===== src/rtl/keypad_bcd_entry.sv =====
`default_nettype none
// ============================================================================
//  Module   : keypad_bcd_entry
//  Purpose  : Scans a 4x4 active-low matrix keypad, debounces presses and
//             releases, builds a 3-digit BCD entry and commits it on Enter.
//  Ports    : clk        - board clock
//             rst_N      - asynchronous active-low reset
//             key_col    - keypad columns, active-low, asynchronous
//             key_row    - one-hot active-low row drive
//             entry_BCD  - digits being typed {d2,d1,d0}
//             digit_cnt  - number of digits held in entry_BCD (0..3)
//             number_BCD - last committed number
//             valid      - one-clk strobe when number_BCD is updated
//  Revision : 1.0 - initial release
// ============================================================================
module keypad_bcd_entry #(
    parameter int SCAN_DIV  = 50000,
    parameter int DEB_TICKS = 20
) (
    input  logic        clk,
    input  logic        rst_N,
    input  logic [3:0]  key_col,
    output logic [3:0]  key_row,
    output logic [11:0] entry_BCD,
    output logic [1:0]  digit_cnt,
    output logic [11:0] number_BCD,
    output logic        valid
);

    localparam int c_DIV_W = (SCAN_DIV > 1) ? $clog2(SCAN_DIV) : 1;
    localparam int c_DEB_W = $clog2(DEB_TICKS + 1);

    typedef enum logic [1:0] {
        ST_SCAN     = 2'd0,
        ST_DEBOUNCE = 2'd1,
        ST_PRESSED  = 2'd2
    } state_t;

    state_t               r_state, w_next_state;
    logic [3:0]           r_col_meta, r_col_s;
    logic [c_DIV_W-1:0]   r_div;
    logic                 w_tick;
    logic [1:0]           r_row;
    logic [3:0]           r_col_pat;
    logic [1:0]           r_col_idx;
    logic [c_DEB_W-1:0]   r_deb, w_deb_next, w_deb_inc;
    logic                 w_rotate, w_latch, w_event;
    logic                 w_one_low;
    logic [1:0]           w_col_idx, w_evt_col;
    logic                 w_is_digit, w_is_back, w_is_enter, w_is_clear;
    logic [3:0]           w_digit;
    logic [11:0]          r_entry, r_number;
    logic [1:0]           r_cnt;
    logic                 r_valid;

    // Two-flop synchronizer; idle level is all-ones (no key).
    always_ff @(posedge clk or negedge rst_N) begin
        if (!rst_N) begin
            r_col_meta <= 4'hF;
            r_col_s    <= 4'hF;
        end else begin
            r_col_meta <= key_col;
            r_col_s    <= r_col_meta;
        end
    end

    // Free-running scan divider, cleared only by reset.
    assign w_tick = (r_div == c_DIV_W'(SCAN_DIV - 1));

    always_ff @(posedge clk or negedge rst_N) begin
        if (!rst_N)
            r_div <= '0;
        else if (w_tick)
            r_div <= '0;
        else
            r_div <= r_div + 1'b1;
    end

    // Exactly one low column is a valid single key; anything else is
    // either idle or a ghost/multi-key pattern.
    always_comb begin
        w_one_low = 1'b1;
        w_col_idx = 2'd0;
        case (r_col_s)
            4'b1110: w_col_idx = 2'd0;
            4'b1101: w_col_idx = 2'd1;
            4'b1011: w_col_idx = 2'd2;
            4'b0111: w_col_idx = 2'd3;
            default: w_one_low = 1'b0;
        endcase
    end

    assign w_deb_inc = r_deb + 1'b1;

    always_comb begin
        w_next_state = r_state;
        w_deb_next   = r_deb;
        w_rotate     = 1'b0;
        w_latch      = 1'b0;
        w_event      = 1'b0;
        case (r_state)
            ST_SCAN: begin
                if (w_tick) begin
                    if (w_one_low) begin
                        w_latch = 1'b1;
                        // With a single required tick the entering tick is
                        // already the accepting one.
                        if (DEB_TICKS == 1) begin
                            w_event      = 1'b1;
                            w_deb_next   = '0;
                            w_next_state = ST_PRESSED;
                        end else begin
                            w_deb_next   = c_DEB_W'(1);
                            w_next_state = ST_DEBOUNCE;
                        end
                    end else begin
                        w_rotate = 1'b1;
                    end
                end
            end
            ST_DEBOUNCE: begin
                if (w_tick) begin
                    if (r_col_s == r_col_pat) begin
                        if (w_deb_inc == c_DEB_W'(DEB_TICKS)) begin
                            w_event      = 1'b1;
                            w_deb_next   = '0;
                            w_next_state = ST_PRESSED;
                        end else begin
                            w_deb_next = w_deb_inc;
                        end
                    end else begin
                        w_deb_next   = '0;
                        w_rotate     = 1'b1;
                        w_next_state = ST_SCAN;
                    end
                end
            end
            ST_PRESSED: begin
                if (w_tick) begin
                    if (r_col_s == 4'hF) begin
                        if (w_deb_inc == c_DEB_W'(DEB_TICKS)) begin
                            w_deb_next   = '0;
                            w_rotate     = 1'b1;
                            w_next_state = ST_SCAN;
                        end else begin
                            w_deb_next = w_deb_inc;
                        end
                    end else begin
                        w_deb_next = '0;
                    end
                end
            end
            default: begin
                w_deb_next   = '0;
                w_next_state = ST_SCAN;
            end
        endcase
    end

    always_ff @(posedge clk or negedge rst_N) begin
        if (!rst_N) begin
            r_state   <= ST_SCAN;
            r_deb     <= '0;
            r_row     <= 2'd0;
            r_col_pat <= 4'hF;
            r_col_idx <= 2'd0;
        end else begin
            r_state <= w_next_state;
            r_deb   <= w_deb_next;
            if (w_rotate)
                r_row <= r_row + 1'b1;
            if (w_latch) begin
                r_col_pat <= r_col_s;
                r_col_idx <= w_col_idx;
            end
        end
    end

    // Event column: live in SCAN (single-tick debounce), latched otherwise.
    assign w_evt_col = (r_state == ST_SCAN) ? w_col_idx : r_col_idx;

    always_comb begin
        w_is_digit = 1'b0;
        w_is_back  = 1'b0;
        w_is_enter = 1'b0;
        w_is_clear = 1'b0;
        w_digit    = 4'd0;
        case ({r_row, w_evt_col})
            4'h0: begin w_is_digit = 1'b1; w_digit = 4'd1; end
            4'h1: begin w_is_digit = 1'b1; w_digit = 4'd2; end
            4'h2: begin w_is_digit = 1'b1; w_digit = 4'd3; end
            4'h4: begin w_is_digit = 1'b1; w_digit = 4'd4; end
            4'h5: begin w_is_digit = 1'b1; w_digit = 4'd5; end
            4'h6: begin w_is_digit = 1'b1; w_digit = 4'd6; end
            4'h8: begin w_is_digit = 1'b1; w_digit = 4'd7; end
            4'h9: begin w_is_digit = 1'b1; w_digit = 4'd8; end
            4'hA: begin w_is_digit = 1'b1; w_digit = 4'd9; end
            4'hC: w_is_back  = 1'b1;
            4'hD: begin w_is_digit = 1'b1; w_digit = 4'd0; end
            4'hE: w_is_enter = 1'b1;
            4'hF: w_is_clear = 1'b1;
            default: ;  // A, B, C have no action
        endcase
    end

    always_ff @(posedge clk or negedge rst_N) begin
        if (!rst_N) begin
            r_entry  <= 12'h000;
            r_cnt    <= 2'd0;
            r_number <= 12'h000;
            r_valid  <= 1'b0;
        end else begin
            r_valid <= 1'b0;
            if (w_event) begin
                if (w_is_digit && (r_cnt != 2'd3)) begin
                    r_entry <= {r_entry[7:0], w_digit};
                    r_cnt   <= r_cnt + 1'b1;
                end else if (w_is_back && (r_cnt != 2'd0)) begin
                    r_entry <= {4'h0, r_entry[11:4]};
                    r_cnt   <= r_cnt - 1'b1;
                end else if (w_is_enter) begin
                    r_number <= r_entry;
                    r_valid  <= 1'b1;
                    r_entry  <= 12'h000;
                    r_cnt    <= 2'd0;
                end else if (w_is_clear) begin
                    r_entry <= 12'h000;
                    r_cnt   <= 2'd0;
                end
            end
        end
    end

    assign key_row    = ~(4'b0001 << r_row);
    assign entry_BCD  = r_entry;
    assign digit_cnt  = r_cnt;
    assign number_BCD = r_number;
    assign valid      = r_valid;

endmodule
`default_nettype wire

===== config.mk =====
export PLATFORM = sky130hd
export DESIGN_NAME = keypad_bcd_entry
export DESIGN_NICKNAME = d
export VERILOG_FILES = /design/src/rtl/keypad_bcd_entry.sv
export SDC_FILE = /design/constraint.sdc
export NUM_CORES = 1
export LEC_CHECK = 0
export ABC_AREA = 1
export BUFFER_PORTS_ARGS = -buffer_cell sky130_fd_sc_hd__buf_2
export CAP_MARGIN = 10
export CORE_MARGIN = 1.5
export CORE_UTILIZATION = 40
export DETAILED_ROUTE_END_ITERATION = 10
export SETUP_SLACK_MARGIN = 0.15
export SYNTH_ARGS = -nofsm -noshare
export SYNTH_HDL_FRONTEND = slang
export SYNTH_SLANG_ARGS = --single-unit

===== constraint.sdc =====
create_clock -name clk -period 3.95 [get_ports clk]
set_input_delay 0.395 -clock clk [delete_from_list [all_inputs] [get_ports clk]]
set_output_delay 0.395 -clock clk [all_outputs]
set_load 0.05 [all_outputs]

==> flow_summary.yaml <==
clock_network:
  worstSkewPairLatency_ns: 0.34
  cts_tree: "done"
  post_cts_resized: 0
  clockRootBuffer: "clkbuf_8"
  postCtsHoldBufs: 0
  post_cts_buffers: 0
  clockBufferDepth: 2
  clkSlewWorstSetupHoldPaths_ns: 0.08
  htreeDepth: 3
  cts_buffers: 9
  cts.sinks: 66
sta:
  fmax_mhz: 360
  period_share: 0.704
  skew_ns: 0.00970
  min_period_ns: 2.78
  setup_viol_count_final: 0
  hold_viol_final: 0
  rsz0062_at_grt: "false"
  maxSlewViolCount: 0
  worst_pin_slew_ns: 0.732
  final.setup.tns_ns: 0
  max-slew-margin-rel: 0.512
detailed_routing:
  drc: 7
  vias: 2954
  ant_nets: 0
  routed_wl_mm: 7.44
  drtIter0Drc: 175
  via_per_inst: 5.03
  dr.pass1.iters: 7
  wl_per_cell_microns: 12.7
global_route:
  grt_pass1_wl_mm: 12.9
  grt_overflow: 0
  grt_pass1_vias: 2700
  grt_max_degree: 35
  track_usage: 0.166
  grt_antenna_before_repair: 0
status:
  outcome: "finished, violations left"
  violations: "DRC"
yosys:
  yosysWarnings: 0
  ys_types: 45
  synth_seq_area_share: 0.456
  avgSynthCellArea_sq_um: 8.37
  postSynthCellCount: 437
  syn_nets: 456
  yosys_register_bits: 66
  syn_area_sq_um: 3660
setup_path:
  reg2reg_slack_ns: 1.17
  endpoint_kind: "flop"
  r2r_cells: 10
  critPathMaxFanout: 13
  crit_type: "reg -> reg"
  start_kind: "flop"
  required_ns: 4.22
  reg2reg_to: "entry_BCD[11]"
  rr_startpoint: "r_state[0]"
  cp.arrival_ns: 3.05
floorplanning:
  dieArea_sq_um: 9730
  dieWidth_microns: 98.6
  floorplan.initialDensity: 0.415
  io_pins: 37
  core_area_sq_um: 8810
  dieHeight_microns: 98.6
  rows: 34
min_path:
  hold_class: "in -> async"
power:
  powerDensity_nw_per_um2: 329
  p_leak_nw: 2.10
  power_w: 0.00135
  ir_drop_mv: 0.167
place:
  post-dp-hpwl_mm: 5.39
  place_inst: 571
  gp_congestion: 0.842
  port_buffers: 36
final_layout:
  diodes: 0
  synthToLayoutAreaGrowth_pct: 12.4
  final_cells: 587
  drive_gt1_frac: 0.242
  finalNetCount: 493
run:
  maxCapViolations: 0
## state kept, by name (all words and copies together), names as in the netlist
register    count
r_col_idx       2
r_col_pat       4
r_state         2
r_row           2
valid           1
r_div          16
digit_cnt       2
r_col_meta      4
r_col_s         4
entry_BCD      12
number_BCD     12
r_deb           5
## worst max-delay path, cell delays in order (launching register included)
cell     delay [ns]
dfrtp_1        0.43
inv_1          0.13
ha_1           0.36
inv_1          0.14
nand2_1        0.13
nand2_4        0.10
nand4_1        0.36
nand4_1        0.52
nand2_2        0.40
nand2_1        0.08
nand2_1        0.07
## through the flow
step	utilization	hold WS, ns	area, sq um	worst slack [ns]
floorplan	-	0.0994	3660	2.08
global placement	0.442	0.346	3890	1.36
detailed placement	0.442	0.349	3890	1.22
CTS	0.467	0.130	4110	1.19
global route	0.467	0.123	4110	0.859
finish	0.467	0.109	4110	1.17
## final cells by class
class,instances,area (sq um)
fillers,851,4700
multi-input cells,299,1670
flip-flops and latches,66,1670
inverters,61,231
repair buffers,37,188
well taps,108,135
clock buffers,9,124
clock inverters,7,93.8
## cells in the final DEF, fill, tap and decap left out, types with 6 or more instances in the layout
master / Yosys / layout
ha_1: 13 / 13
inv_1: 56 / 56
o21ai_0: 18 / 18
a21oi_1: 8 / 8
xor2_1: 9 / 9
clkbuf_8: 0 / 9
buf_2: 2 / 36
nand2_1: 97 / 97
o21ai_2: 9 / 9
nand4_1: 6 / 6
nand3_1: 46 / 46
dfrtp_1: 54 / 54
nor2_1: 37 / 37
nand2_2: 21 / 21
dfstp_2: 12 / 12
## kinds of logic after synthesis
group,share of synthesized area
mux,0.00308
fa+ha+maj,0.0445
simple gates,0.296
compound gates,0.0890
xor+xnor,0.0239
flops,0.456
buf+inv,0.0876
## synthesized netlist by cell type (all sizes together)
library cell | instances | share of area
a21oi | 8 | 0.011
a31oi | 2 | 0.0034
a32oi | 1 | 0.0024
buf | 9 | 0.022
clkbuf | 2 | 0.0021
clkinv | 4 | 0.0048
dfrtp | 54 | 0.37
dfstp | 12 | 0.086
ha | 13 | 0.044
inv | 57 | 0.059
mux2 | 1 | 0.0031
nand2 | 122 | 0.15
nand3 | 48 | 0.068
nand3b | 1 | 0.0031
nand4 | 6 | 0.010
nor2 | 39 | 0.043
nor3 | 3 | 0.0055
nor3b | 1 | 0.0034
nor4 | 2 | 0.0051
nor4b | 1 | 0.0024
o21ai | 28 | 0.048
o21bai | 1 | 0.0021
o221ai | 1 | 0.0024
o22ai | 2 | 0.0034
o311ai | 2 | 0.0048
o31ai | 1 | 0.0021
o32ai | 1 | 0.0075
o41ai | 1 | 0.0024
or2 | 4 | 0.0075
xnor2 | 1 | 0.0024
xor2 | 9 | 0.022
## worst max path at each step
stage                     cells past startpoint            end  startpoint  slack [ns]
after floorplan                              14  number_BCD[0]  r_state[0]        2.08
after global placement                        9   digit_cnt[1]  r_state[0]        1.36
after detailed placement                     10  entry_BCD[11]  r_state[0]        1.22
after CTS                                    10  entry_BCD[11]  r_state[0]        1.19
after global routing                         10   entry_BCD[0]  r_state[1]        0.86
final                                        10  entry_BCD[11]  r_state[0]        1.17
## report_power, final
group          internal (W)  switching [W]
Combinational     0.0000103      0.0000292
Clock              0.000354       0.000273
Sequential         0.000683     0.00000366
Total               0.00105       0.000306
## routing by layer
metal / vias up / global-route usage / routed length (microns)
met5: - / 0 / 0
met4: 0 / 0.0692 / 77
met3: 6 / 0.0340 / 291
met2: 71 / 0.240 / 3270
met1: 1404 / 0.242 / 3800
li1: 1473 / - / -
No activity file was read; power rests on OpenSTA's default activity.
